<file path="config.mk">
export PLATFORM = sky130hd
export DESIGN_NAME = pipe_ctrl
export DESIGN_NICKNAME = d
export VERILOG_FILES = /design/src/rtl/pipe_ctrl.sv
export SDC_FILE = /design/constraint.sdc
export NUM_CORES = 1
export LEC_CHECK = 0
export BUFFER_PORTS_ARGS = -buffer_cell sky130_fd_sc_hd__buf_2
export CORE_AREA = 4 4 41 43
export DETAILED_ROUTE_END_ITERATION = 8
export DIE_AREA = 0 0 45 47
export PLACE_DENSITY = 0.69
export SETUP_SLACK_MARGIN = 0.4
export SYNTH_ARGS = -nofsm -noshare
export SYNTH_HDL_FRONTEND = slang
export SYNTH_SLANG_ARGS = --single-unit
</file>
<file path="constraint.sdc">
create_clock -name clk -period 2.01 [get_ports clk]
set_input_delay 0 -clock clk [delete_from_list [all_inputs] [get_ports clk]]
set_output_delay 0 -clock clk [all_outputs]
set_load 0.1 [all_outputs]
</file>
<file path="src/rtl/pipe_ctrl.sv">
// Pipeline hazard/exception controller: stall and flush steering for a 5-stage pipe.
// Optional MEMWAIT state compiled in with `define PIPE_CTRL_MEMWAIT_EN.
module pipe_ctrl #(
    parameter int unsigned FLUSH_CYCLES = 2
) (
    input  logic       clk,
    input  logic       reset,
    input  logic [4:0] id_rs_addr,
    input  logic [4:0] id_rt_addr,
    input  logic       id_uses_rt,
    input  logic       idex_mem_r,
    input  logic [4:0] idex_rd_addr,
    input  logic       ex_branch_taken,
    input  logic       mem_busy,
    input  logic       exmem_syscall,
    input  logic       exmem_eret,
    output logic       pc_stall,
    output logic       ifid_stall,
    output logic       cu_stall,
    output logic       exmem_stall,
    output logic       ifid_flush,
    output logic       cu_flush,
    output logic       exmem_flush,
    output logic [1:0] state
);

    localparam int unsigned CNT_W = 4;
    localparam logic [CNT_W-1:0] CNT_LOAD = CNT_W'(FLUSH_CYCLES - 1);

    typedef enum logic [1:0] {
        RUN      = 2'd0,
        MEMWAIT  = 2'd1,
        EXCFLUSH = 2'd2,
        ILLEGAL  = 2'd3
    } state_t;

    state_t           r_state;
    state_t           w_state_nxt;
    logic [CNT_W-1:0] r_cnt;
    logic [CNT_W-1:0] w_cnt_nxt;
    logic             w_exc;
    logic             w_load_use;

    assign w_exc = exmem_syscall | exmem_eret;

    // Load in EX writes a register the ID instruction reads; r0 never hazards.
    assign w_load_use = idex_mem_r && (idex_rd_addr != 5'd0) &&
                        ((idex_rd_addr == id_rs_addr) ||
                         (id_uses_rt && (idex_rd_addr == id_rt_addr)));

`ifndef PIPE_CTRL_MEMWAIT_EN
    logic w_unused_mem_busy;
    assign w_unused_mem_busy = mem_busy;
`endif

    assign state = r_state;

    always_ff @(posedge clk or posedge reset) begin
        if (reset) begin
            r_state <= RUN;
            r_cnt   <= '0;
        end else begin
            r_state <= w_state_nxt;
            r_cnt   <= w_cnt_nxt;
        end
    end

    // An exception in MEM outranks everything: it drives the flush pattern and reloads the counter.
    always_comb begin
        w_state_nxt = r_state;
        w_cnt_nxt   = r_cnt;
        pc_stall    = 1'b0;
        ifid_stall  = 1'b0;
        cu_stall    = 1'b0;
        exmem_stall = 1'b0;
        ifid_flush  = 1'b0;
        cu_flush    = 1'b0;
        exmem_flush = 1'b0;

        case (r_state)
            RUN: begin
                if (w_exc) begin
                    w_state_nxt = EXCFLUSH;
                    w_cnt_nxt   = CNT_LOAD;
                    ifid_flush  = 1'b1;
                    cu_flush    = 1'b1;
                    exmem_flush = 1'b1;
`ifdef PIPE_CTRL_MEMWAIT_EN
                end else if (mem_busy) begin
                    w_state_nxt = MEMWAIT;
                    pc_stall    = 1'b1;
                    ifid_stall  = 1'b1;
                    cu_stall    = 1'b1;
                    exmem_stall = 1'b1;
`endif
                end else if (ex_branch_taken) begin
                    ifid_flush = 1'b1;
                    cu_flush   = 1'b1;
                end else if (w_load_use) begin
                    pc_stall   = 1'b1;
                    ifid_stall = 1'b1;
                    cu_flush   = 1'b1;
                end
            end
`ifdef PIPE_CTRL_MEMWAIT_EN
            MEMWAIT: begin
                if (w_exc) begin
                    w_state_nxt = EXCFLUSH;
                    w_cnt_nxt   = CNT_LOAD;
                    ifid_flush  = 1'b1;
                    cu_flush    = 1'b1;
                    exmem_flush = 1'b1;
                end else begin
                    pc_stall    = 1'b1;
                    ifid_stall  = 1'b1;
                    cu_stall    = 1'b1;
                    exmem_stall = 1'b1;
                    if (!mem_busy) begin
                        w_state_nxt = RUN;
                    end
                end
            end
`endif
            EXCFLUSH: begin
                ifid_flush  = 1'b1;
                cu_flush    = 1'b1;
                exmem_flush = 1'b1;
                if (w_exc) begin
                    w_cnt_nxt = CNT_LOAD;
                end else if (r_cnt == '0) begin
                    w_state_nxt = RUN;
                end else begin
                    w_cnt_nxt = r_cnt - CNT_W'(1);
                end
            end
            default: begin
                // Unreachable encodings: outputs stay quiet, recover to RUN.
                w_state_nxt = w_exc ? EXCFLUSH : RUN;
                w_cnt_nxt   = w_exc ? CNT_LOAD : '0;
            end
        endcase

        if (reset) begin
            pc_stall    = 1'b0;
            ifid_stall  = 1'b0;
            cu_stall    = 1'b0;
            exmem_stall = 1'b0;
            ifid_flush  = 1'b0;
            cu_flush    = 1'b0;
            exmem_flush = 1'b0;
        end
    end

endmodule

</file>
---- Word level (Yosys, flattened, before mapping) ----
Index checks and enable logic that the tools add are counted.
W data, S select, Z words.
operators by class
  multiplexer cells ....................... 26
  $add $sub $neg .......................... 1
  bitwise operators ....................... 1
  reduce and logical (&&, ||, !) cells .... 9
  equality and inequality tests ........... 7
operators with widths
  cell                   count
  $mux W1                14
  $mux W4                3
  $eq A5 B5 Y1           2
  $mux W2                4
  $pmux W4 S2            1
  $ne A2 B2 Y1 const B   3
  $pmux W1 S2            3
  $reduce_bool A5 Y1     1
  $logic_not A4 Y1       1
  $pmux W2 S2            1
  $sub A4 B1 Y4 const B  1
  $logic_and A1 B1 Y1    3
  $ne A3 B3 Y1 const B   1
  $reduce_and A3 Y1      1
  $eq A2 B2 Y1 const B   1
  $logic_not A2 Y1       1
  $reduce_and A2 Y1      1
  $logic_or A1 B1 Y1     1
  $or A1 B1 Y1           1
storage, ports and cells
  input bits .............................. 23
  flip-flop bits (word level) ............. 6

---- Logic depth before layout (Yosys ltp) ----
Gate-level depths: netlist of run 1.
  word-level depth ........................ 9
  depth in mapped cells ................... 5
  gate-level depth less buffers ........... 5

---- Least setup slack after synthesis of run 1 ----
Ideal clock, no wire load.
  kind .................................... reg-to-output
  start point ............................. register r_state[1], in the netlist state[1]
  end point ............................... output port pc_stall
  data required time ...................... 2.010 ns
  stages on the path, launching flop included .. 4
  arrival ................................. 4.004 ns
  slack ................................... -1.994 ns
  cell sequence ........................... dfrtp_1 nor3_1 nor3b_1 buf_4
on the way
  longest elaborated chain between the ends .. 3
RTL lines
  item                      RTL line  source
  start: declaration        37        state_t r_state;
  start signal: assignment  63        r_state <= w_state_nxt;
  $logic_not A2 Y1          n/a
  $mux W1 (2 in a row)      n/a
  end: declaration          17        output logic pc_stall,
No other way between the ends.

---- Final worst setup path of run 1 ----
  start point ............................. register r_state[1], in the netlist state[1]
  end point ............................... output port ifid_stall
on the way
  longest elaborated chain between the ends .. 3
RTL lines
  item              RTL line  source
  $logic_not A2 Y1  80        case (r_state)
  $mux W1           80
  $mux W1           143       if (reset) begin
  end: declaration  18        output logic ifid_stall,
No other way between the ends.

==> metrics.md, run 1 <==
| Metric | Value |
|---|---|
| Status | finished, final reports clean |
| Initial Util | 35.48% |
| Fill count | 135 |
| # diodes | 0 |
| I/O pin total | 32 |
| Leakage | 0.3339 nW |
| Syn Std Cell Area | 461.7 µm² |
| Latest clock arrival within the worst-skew pair | 0.24 ns |
| Worst r2r src | r_cnt[0] |
| Critical Path RT | 2.01 ns |
| Startpoint Class | flop |
| Die W | 45 µm |
| Area Growth Syn to Fin | 44.17% |
| Worst setup EP type | output port |
| Final antenna-violating net count | 0 |
| WL final | 1.094 mm |
| Max FO, Critical Path | 4 |
| Power per standard cell area | 576.7 nW/µm² |
| Post-Syn Area per Cell | 8.394 µm² |
| Postcts setup bufs | 0 |
| Vias in the first global route | 444 |
| DPL Wire Length | 939.7 µm |
| Share of cells above drive strength 1 | 44.05% |
| Min-delay src | exmem_syscall |
| EDFF count, synth | 0 |
| Drt first pass iters | 4 |
| Crit path launch | state[1] |
| Worst vdd ir | 0.4322 mV |
| Largest net degree at the start of global routing | 8 |
| Maxcap violations | 0 |
| Worst Path Arrival | 1.52 ns |
| R2R Path End | r_cnt[1] |
| Cells after DPL | 94 |
| WL/cell | 11.05 µm |
| Drt drc | 0 |
| CP endpoint | ifid_stall |
| Sequential area share after synthesis | 27.10% |
| Core Area | 1301 µm² |
| Core Rows | 13 |
| Max Fclk | 658.6 MHz |
| Synth cell types | 25 |
| Smallest hold slack | 0.2017 ns |
| Yosys Warn Count | 0 |
| Nets@finish | 110 |
| Setup_tns | 0 ns |
| Unrepaired setup endpoints after global routing | false |
| Number of synthesized register bits | 5 |
| Setup violators final | 0 |
| Final Non-Filler Cells | 99 |
| Worst hold path type | in -> reg |
| CTS tree | yes |
| CTS root buffer | clkbuf_4 |
| Clk_skew | 0.004753 ns |
| Async S/R FF share, synth | 100.0% |
| Count of final max-slew check failures | 0 |
| Synth Instances | 55 |
| Htree depth | 1 |
| Final Hold Vio Count | 0 |
| Die height | 47 µm |
| Cts bufs inserted | 3 |
| Flop2flop setup slack | 0.64 ns |
| Grt ovf | 0 |
| Setup CP Type | reg -> out |
| Overall routing resource usage | 11.91% |
| Final Cycle Share | 75.54% |
| R2R depth | 5 |
| Port buffer count | 27 |
| Clk slew on worst S/H paths | 0.05 ns |
| Synth Flop Type | dfrtp_1 |
| Commonest cells after routing, fill and taps aside | 25 x buf_2, 9 x xor2_1, 5 x inv_1, 5 x nor2_1, 5 x clkbuf_4 |
| Clk buf depth | 2 |
| Commonest non-fill, non-tap cell in the layout | buf_2 |
| Via density | 4.475 |
| Drt initial violations | 5 |
| Die area | 2115 µm² |
| Clock Sinks | 5 |
| First-pass GRT wire length | 1.759 mm |
| Minimum clock period | 1.518 ns |
| Initial antenna violation count | 0 |
| Placer Congestion | 0.6772 |
| Via count | 443 |
| Power, Total | 0.0003839 W |
## cells by family (layout without fill, tap and decap cells)
family | after synthesis | in the layout | synth area share, %
buf+inv | 10 | 37 | 11.38
xor+xnor | 12 | 12 | 22.77
flops | 5 | 5 | 27.10
simple gates | 17 | 17 | 20.06
compound gates | 8 | 8 | 12.47
fa+ha+maj | 2 | 2 | 5.419
other cells | 1 | 3 | 0.8122
## sequential cells by signal, summed over array words and instances, names as in the netlist
| register | cells |
|---|---|
| state | 1 |
| r_cnt | 4 |
## synthesized netlist by cell type, drive strengths merged, types with 2 or more instances
| master | count | area [µm²] |
|---|---|---|
| a211oi | 2 | 20.02 |
| a21oi | 2 | 10.01 |
| buf | 4 | 30.03 |
| dfrtp | 5 | 125.1 |
| ha | 2 | 25.02 |
| inv | 5 | 18.77 |
| nor2 | 7 | 28.78 |
| nor3 | 2 | 10.01 |
| or2 | 2 | 12.51 |
| xnor2 | 3 | 26.28 |
| xor2 | 9 | 78.83 |
## per-layer routing
metal / up-vias / GRT usage, % / part of all wire [%]
li1: 232 / - / -
met1: 195 / 12.70 / 39
met2: 16 / 19.49 / 52
met3: 0 / 6.513 / 9.5
met4: 0 / 5.263 / 0
met5: - / 0 / 0
## area by class of cell
| type | instances | area, µm² | share of cell area (%) |
|---|---|---|---|
| clock buffer | 4 | 26.28 | 3.947 |
| inverter | 5 | 18.77 | 2.820 |
| multi-input combinational | 42 | 322.8 | 48.50 |
| sequential | 5 | 128.9 | 19.36 |
| tap | 15 | 18.77 | 2.820 |
| timing repair buffer | 28 | 150.1 | 22.56 |
## worst max-delay path, cell delays in order, from the launching register on
cell and delay (ns):
dfrtp_4 0.49, nor3_4 0.21, nor3b_4 0.21, clkbuf_4 0.35
## worst min path at each step
| stage | cells past startpoint | slack (ns) | end |
|---|---|---|---|
| global route | 3 | 0.21 | r_cnt[2] |
| finish | 3 | 0.20 | r_cnt[2] |
| global placement | 2 | -0.03 | r_cnt[3] |
| CTS | 3 | 0.19 | r_cnt[2] |
| detailed placement | 2 | -0.03 | r_cnt[3] |
| floorplan | 1 | -0.21 | r_cnt[0] |
## metrics by stage
step	cell area, µm²	util, %	worst slack (ns)
2_1_floorplan	516.7	-	-0.05564
3_3_place_gp	624.3	47.98	0.5235
3_5_place_dp	624.3	47.98	0.4935
4_1_cts	660.6	50.77	0.3886
5_1_grt	665.6	51.15	0.4272
6_report	665.6	51.15	0.4916
## report_power, final
| part | switching, W | total (W) | internal, W |
|---|---|---|---|
| combinational | 0.000104 | 0.000153 | 0.0000490 |
| clock | 0.0000425 | 0.000118 | 0.0000752 |
| sequential | 0.00000585 | 0.000114 | 0.000108 |
## what timing repair did
item / 4_1_cts / 5_1_grt
resized for setup: 0 / 2
endpoints found under the setup margin: 2 / 2
hold endpoints to repair: 5 / 0
hold buffers: 1 / 0
(Power assumes the default switching activity.)
==> inputs of run 2 (changes only) <==
- CORE_AREA: 4 4 41 43 -> default
- CORE_MARGIN: default -> 4
- CORE_UTILIZATION: default -> 35
- DIE_AREA: 0 0 45 47 -> default
- PLACE_DENSITY: 0.69 -> 0.72
- clock period: 2.01 -> 1.3 ns (I/O delays scaled with it)
==> run 2 against run 1 <==
  * The flow now finishes with violations (negative setup slack)
  * Clock skew shrank 0.0013 ns
  * Combinational power grew 130%
  * Core utilization grew 30 points
  * Cell area grew 43%
  * Power grew 86%
  * Count of clock-buffer cells in the layout is the same
  * Sequential share of layout area shrank 5.8 points
  * Largest cell class unchanged
  * Highest routed layer is now met4
==> metrics.md, run 2 (same netlist as run 1, synthesis figures left out) <==
| Metric | Value |
|---|---|
| Status | finished, violations left |
| Failing checks | negative setup slack |
| Buf/Inv on CP | 3 (+2) |
| Fill count | 68 (-50%) |
| Place WS | -0.03962 ns (-0.5331 ns) |
| Placed cell area | 759.5 µm² (+22%) |
| Max Fclk | 681.8 MHz |
| Combinational Power Share | 49.5% (+9.7 points) |
| Power per standard cell area | 750.4 nW/µm² (+30%) |
| Flop2flop setup slack | -0.01 ns (-0.65 ns) |
| Commonest cells after routing, fill and taps aside | 20 x buf_2, 13 x buf_4, 9 x xor2_1 |
| Drt drc | 0 (unchanged) |
| Overall routing resource usage | 16.10% (+4.2 points) |
| Core Rows | 12 (-1) |
| Sw Pwr | 0.0002851 W (+88%) |
| CP cell instances | buf_2, or4_1, o211ai_1, buf_4, nor3b_4, buf_12 |
| # diodes | 0 (unchanged) |
| Worst r2r src | r_cnt[1] |
| Final Hold Vio Count | 0 (unchanged) |
| Drt first pass iters | 4 (unchanged) |
| Unrepaired setup endpoints after global routing | true |
| Power, Total | 0.0007145 W (+86%) |
| Cts bufs inserted | 3 (unchanged) |
| Clk_skew | 0.003488 ns (-0.001266 ns) |
| R2R Path End | r_cnt[3] |
| Final cell area excluding filler cells | 952.2 µm² (+43%) |
| Startpoint Class | input port |
| Via density | 4.813 (+7.5%) |
| WHS Endpoint | r_cnt[1] |
| Setup violators final | 6 (+6) |
| Largest net degree at the start of global routing | 7 (-1) |
| Crit-path max cell delay | 0.55 ns (+0.06 ns) |
| Area Growth Syn to Fin | 106.2% |
| Initial antenna violation count | 0 (unchanged) |
| Commonest non-fill, non-tap cell in the layout | buf_2 |
| CTS tree | yes |
| WL final | 1.595 mm (+46%) |
| Via count | 539 (+22%) |
| Port buffer count | 27 (unchanged) |
| Share of cells above drive strength 1 | 62.24% (+18 points) |
| I/O pin total | 32 (unchanged) |
| Vias in the first global route | 537 (+21%) |
| Crit path launch | idex_rd_addr[1] |
| Die W | 44.32 µm (-1.5%) |
| CP max stage cell | or4_1 |
| Critical Path RT | 1.30 ns (-0.71 ns) |
| WL/cell | 14.24 µm (+29%) |
| Final antenna-violating net count | 0 (unchanged) |
| Smallest hold slack | 0.2608 ns (+0.05911 ns) |
| Largest register FFs | 4 (unchanged) |
| Worst setup margin | -0.1667 ns (-0.6582 ns) |
| Core Area | 1171 µm² (-10%) |
| Setup CP Type | in -> out |
| Minimum clock period | 1.467 ns |
| Worst hold path type | in -> reg |
| Htree depth | 1 (unchanged) |
| Max FO, Critical Path | 3 (-1) |
| Initial Util | 39.42% (+3.9 points) |
| Setup_tns | -0.5375 ns (-0.5375 ns) |
| Internal power | 0.0004294 W (+85%) |
| Min-delay src | exmem_syscall |
| Sw Ratio | 39.90% (+0.29 points) |
| Count of final max-slew check failures | 0 (unchanged) |
| Latest clock arrival within the worst-skew pair | 0.25 ns (about the same) |
| Drt initial violations | 5 (unchanged) |
| Kind of cell adding the most delay to the critical path | simple AND/OR/NAND/NOR gates |
| First-pass GRT wire length | 2.270 mm (+29%) |
| Clk slew on worst S/H paths | 0.05 ns (about the same) |
| Final Cycle Share | 112.8% |
| Worst path depth | 6 (+3) |
| Sequential share of power | 24.8% (-4.8 points) |
| Grt ovf | 0 (unchanged) |
| Leakage | 0.4483 nW (+34%) |
| Nets@finish | 124 (+13%) |
| Clock power frac | 25.7% (-5.0 points) |
| Hold path cells | 4 (+1) |
| R2R depth | 4 (-1) |
| Clk buf depth | 2 (unchanged) |
| Worst vdd ir | 0.5946 mV (+38%) |
| Worst setup EP type | output port |
| CTS root buffer | clkbuf_4 |
| Die area | 1964 µm² (-7.1%) |
| Die height | 44.32 µm (-5.7%) |
| Worst Path Arrival | 1.47 ns (-0.05 ns) |
| Maxcap violations | 0 (unchanged) |
| DPL Wire Length | 993.7 µm (+5.7%) |
| Clock Sinks | 5 (unchanged) |
| Placer Congestion | 0.7640 (+13%) |
| Most flops, register | r_cnt |
## run 2: worst max-delay path by stage
stage,slack (ns),endpoint
after floorplan,-0.77,pc_stall
after global placement,0.003,ifid_stall
after detailed placement,-0.04,r_cnt[3]
after CTS,-0.14,ifid_stall
after global routing,-0.20,pc_stall
final,-0.17,ifid_stall
## run 2: layout make-up
| class | count | area (µm²) | area share (%) |
|---|---|---|---|
| Sequential cell | 5 | 128.9 | 13.53 |
| Timing Repair Buffer | 42 | 354.1 | 37.19 |
| Tap cell | 14 | 17.52 | 1.840 |
| Inverter | 5 | 26.28 | 2.760 |
| Multi-Input combinational cell | 42 | 399.1 | 41.92 |
| Clock buffer | 4 | 26.28 | 2.760 |
## run 2: per-layer routing
metal / routed length (µm) / up-vias / global-route usage, % / part of all wire (%)
met5: 0 / - / 0 / 0
met1: 578 / 253 / 16.42 / 36
li1: - / 263 / - / -
met2: 912 / 21 / 31.40 / 57
met4: 17 / 0 / 9.036 / 1.1
met3: 87 / 2 / 1.220 / 5.5
## run 2: metrics by stage
| step | std cells | utilization (%) |
|---|---|---|
| after floorplan | 57 | - |
| after global placement | 102 | 64.85 |
| after detailed placement | 102 | 64.85 |
| after CTS | 110 | 76.71 |
| after global routing | 112 | 81.30 |
| final | 112 | 81.30 |
## run 2: timing repair
item | CTS | global route
hold buffers | 1 | 0
endpoints found under the setup margin | 11 | 11
pin swaps | 6 | 8
setup buffers | 3 | 2
endpoints found under the hold margin | 5 | 0
resized for setup | 22 | 9
## run 2: tightest hold or removal path: cells and delay by family
family	cells	cell delay [ns]
AOI/OAI and AO/OA	1	0.05
and+or+nand+nor	1	0.16
buffers and inverters	2	0.25
## run 2: power by group through the flow
stage	sequential (W)	combinational, W	clock [W]
after floorplan	0.000186	0.000177	0
after global placement	0.000176	0.000270	0
after detailed placement	0.000177	0.000276	0
after CTS	0.000175	0.000333	0.000181
after global routing	0.000178	0.000376	0.000201
final	0.000177	0.000354	0.000183
==> inputs of run 3 (changes only) <==
- BUFFER_PORTS_ARGS: -buffer_cell sky130_fd_sc_hd__buf_2 -> -buffer_cell sky130_fd_sc_hd__buf_4
- CORE_UTILIZATION: 35 -> 34
- PLACE_DENSITY: 0.72 -> 0.71
==> run 3 against run 2 <==
  * The flow still finishes with violations (negative setup slack)
  * Sequential power about the same
  * Highest routed layer unchanged
  * Final cell count down 1.8%
  * Critical path type is now reg -> out
  * Worst hold slack worse by 0.0012 ns
  * Via count decreased by 5.0%
  * Fmax up 4.5%
  * Clock skew shrank 0.0031 ns
  * Worst setup slack better by 0.063 ns
==> metrics.md, run 3 (same netlist as run 1, synthesis figures left out) <==
| Metric | Value |
|---|---|
| Leakage | 0.4435 nW (-1.1%) |
| Final Cycle Share | 107.9% (-4.9 points) |
| Final Hold Vio Count | 0 (unchanged) |
| Drt first pass iters | 4 (unchanged) |
| Die height | 44.85 µm (+1.2%) |
| Smallest hold slack | 0.2596 ns (-0.001196 ns) |
| Status | finished, violations left |
| Clk buf depth | 2 (unchanged) |
| Die W | 44.85 µm (+1.2%) |
| Most flops, register | r_cnt |
| Commonest non-fill, non-tap cell in the layout | buf_4 |
| Setup CP Type | reg -> out |
| CP max stage cell | dfrtp_4 |
| Power per standard cell area | 763.7 nW/µm² (+1.8%) |
| Core Rows | 13 (+1) |
| Worst setup margin | -0.1033 ns (+0.06342 ns) |
| Via density | 4.655 (-3.3%) |
| Count of final max-slew check failures | 0 (unchanged) |
| Minimum clock period | 1.403 ns (-0.06342 ns) |
| Area Growth Syn to Fin | 102.2% |
| Sw Pwr | 0.0002718 W (-4.6%) |
| Grt ovf | 0 (unchanged) |
| Hold path cells | 4 (unchanged) |
| R2R depth | 4 (unchanged) |
| Worst Path Arrival | 1.40 ns (-0.07 ns) |
| Drt drc | 0 (unchanged) |
| Vias in the first global route | 494 (-8.0%) |
| Max Fclk | 712.6 MHz (+4.5%) |
| CTS root buffer | clkbuf_4 |
| CP cell instances | nor3_4, nor3b_4, buf_6 |
| Via count | 512 (-5.0%) |
| Failing checks | negative setup slack |
| Worst vdd ir | 0.7229 mV (+22%) |
| DPL Wire Length | 1.045 mm (+5.2%) |
| Initial antenna violation count | 0 (unchanged) |
| Final Util | 72.64% (-8.7 points) |
| Setup violators final | 3 (-3) |
| CTS tree | yes |
| Die area | 2012 µm² (+2.4%) |
| Nets@finish | 121 (-2.4%) |
| Cts bufs inserted | 3 (unchanged) |
| Commonest cells after routing, fill and taps aside | 29 x buf_4, 9 x xor2_1, 5 x buf_6 |
| Worst hold path type | in -> reg |
| Worst setup EP type | output port |
| Htree depth | 1 (unchanged) |
| Combinational Power Share | 49.8% (+0.3 points) |
| Port buffer count | 27 (unchanged) |
| Clk_skew | 0.0003770 ns (-0.003111 ns) |
| Largest net degree at the start of global routing | 7 (unchanged) |
| Final antenna-violating net count | 0 (unchanged) |
| Initial Util | 35.93% (-3.5 points) |
| Sw Ratio | 38.13% (-1.8 points) |
| Max FO, Critical Path | 2 (-1) |
| Setup_tns | -0.2387 ns (+0.2987 ns) |
| Sequential share of power | 24.5% (-0.3 points) |
| Clk slew on worst S/H paths | 0.04 ns (about the same) |
| I/O pin total | 32 (unchanged) |
| Internal power | 0.0004410 W (+2.7%) |
| Latest clock arrival within the worst-skew pair | 0.24 ns (about the same) |
| Critical Path RT | 1.30 ns (about the same) |
| First-pass GRT wire length | 2.228 mm (-1.9%) |
| Clock Sinks | 5 (unchanged) |
| Core Area | 1285 µm² (+9.7%) |
| Worst path depth | 3 (-3) |
| Crit-path max cell delay | 0.48 ns (-0.07 ns) |
| Placer Congestion | 0.7196 (-5.8%) |
| # diodes | 0 (unchanged) |
| Startpoint Class | flop |
| Min-delay src | exmem_eret |
| Clock power frac | 25.7% (about the same) |
| Overall routing resource usage | 16.28% (+0.19 points) |
| Maxcap violations | 0 (unchanged) |
| Place WS | -0.05220 ns (-0.01257 ns) |
| WL/cell | 13.10 µm (-8.0%) |
| Drt initial violations | 8 (+3) |
| Crit path launch | state[1] |
| Largest register FFs | 4 (unchanged) |
| Buf/Inv on CP | 1 (-2) |
| Kind of cell adding the most delay to the critical path | flip-flops |
| Worst r2r src | r_cnt[2] |
| Share of cells above drive strength 1 | 60.00% (-2.2 points) |
| WL final | 1.441 mm (-9.7%) |
| Unrepaired setup endpoints after global routing | true |
-- run 3: worst reg2reg max path, cell delays in order, from the launching register on --
cell	delay, ns
dfrtp_1	0.38
or3_1	0.38
a211oi_2	0.20
xnor2_1	0.15
nor2_1	0.05
-- run 3: final timing paths --
path | end | slack (ns)
worst max-delay path | ifid_stall | -0.10
max in group asynchronous | state[1] | 0.86
worst max register to register | r_cnt[3] | 0.03
worst min-delay path | r_cnt[2] | 0.26
min in group asynchronous | r_cnt[2] | 0.32
worst min register to register | r_cnt[1] | 0.60
-- run 3: metrics by stage --
stage | cell area (µm²) | power (W) | instances
final | 933.4 | 0.0007129 | 110
after global routing | 933.4 | 0.0007559 | 110
after CTS | 894.6 | 0.0006930 | 108
after detailed placement | 753.2 | 0.0004570 | 101
after global placement | 753.2 | 0.0004514 | 101
after floorplan | 525.5 | 0.0003630 | 57
-- run 3: final cells by class --
| cell class | count | area, µm² |
|---|---|---|
| well taps | 15 | 18.77 |
| multi-input cells | 42 | 379.1 |
| fillers | 95 | 351.6 |
| clock buffers | 4 | 26.28 |
| flip-flops and latches | 5 | 128.9 |
| inverters | 5 | 21.27 |
| repair buffers | 39 | 359.1 |
-- run 3: repair_timing --
action,CTS,global route
hold buffers,1,0
buffers inserted,2,2
setup endpoints to repair,11,11
cloned,0,0
hold endpoints to repair,5,0
pin swaps,7,2
resized for setup,24,5
-- run 3: per-layer routing --
metal	vias up	part of all wire [%]	global-route usage, %
li1	255	-	-
met1	240	37	17.56
met2	15	57	27.51
met3	2	4.7	7.171
met4	0	1.5	7.018
met5	-	0	0
-- run 3: power by group through the flow --
| stage | clock network (W) | logic [W] | registers (W) |
|---|---|---|---|
| 5_1_grt | 0.000204 | 0.000375 | 0.000176 |
| 2_1_floorplan | 0 | 0.000177 | 0.000186 |
| 4_1_cts | 0.000193 | 0.000326 | 0.000175 |
| 3_5_place_dp | 0 | 0.000280 | 0.000177 |
| 3_3_place_gp | 0 | 0.000275 | 0.000177 |
| 6_report | 0.000183 | 0.000355 | 0.000175 |
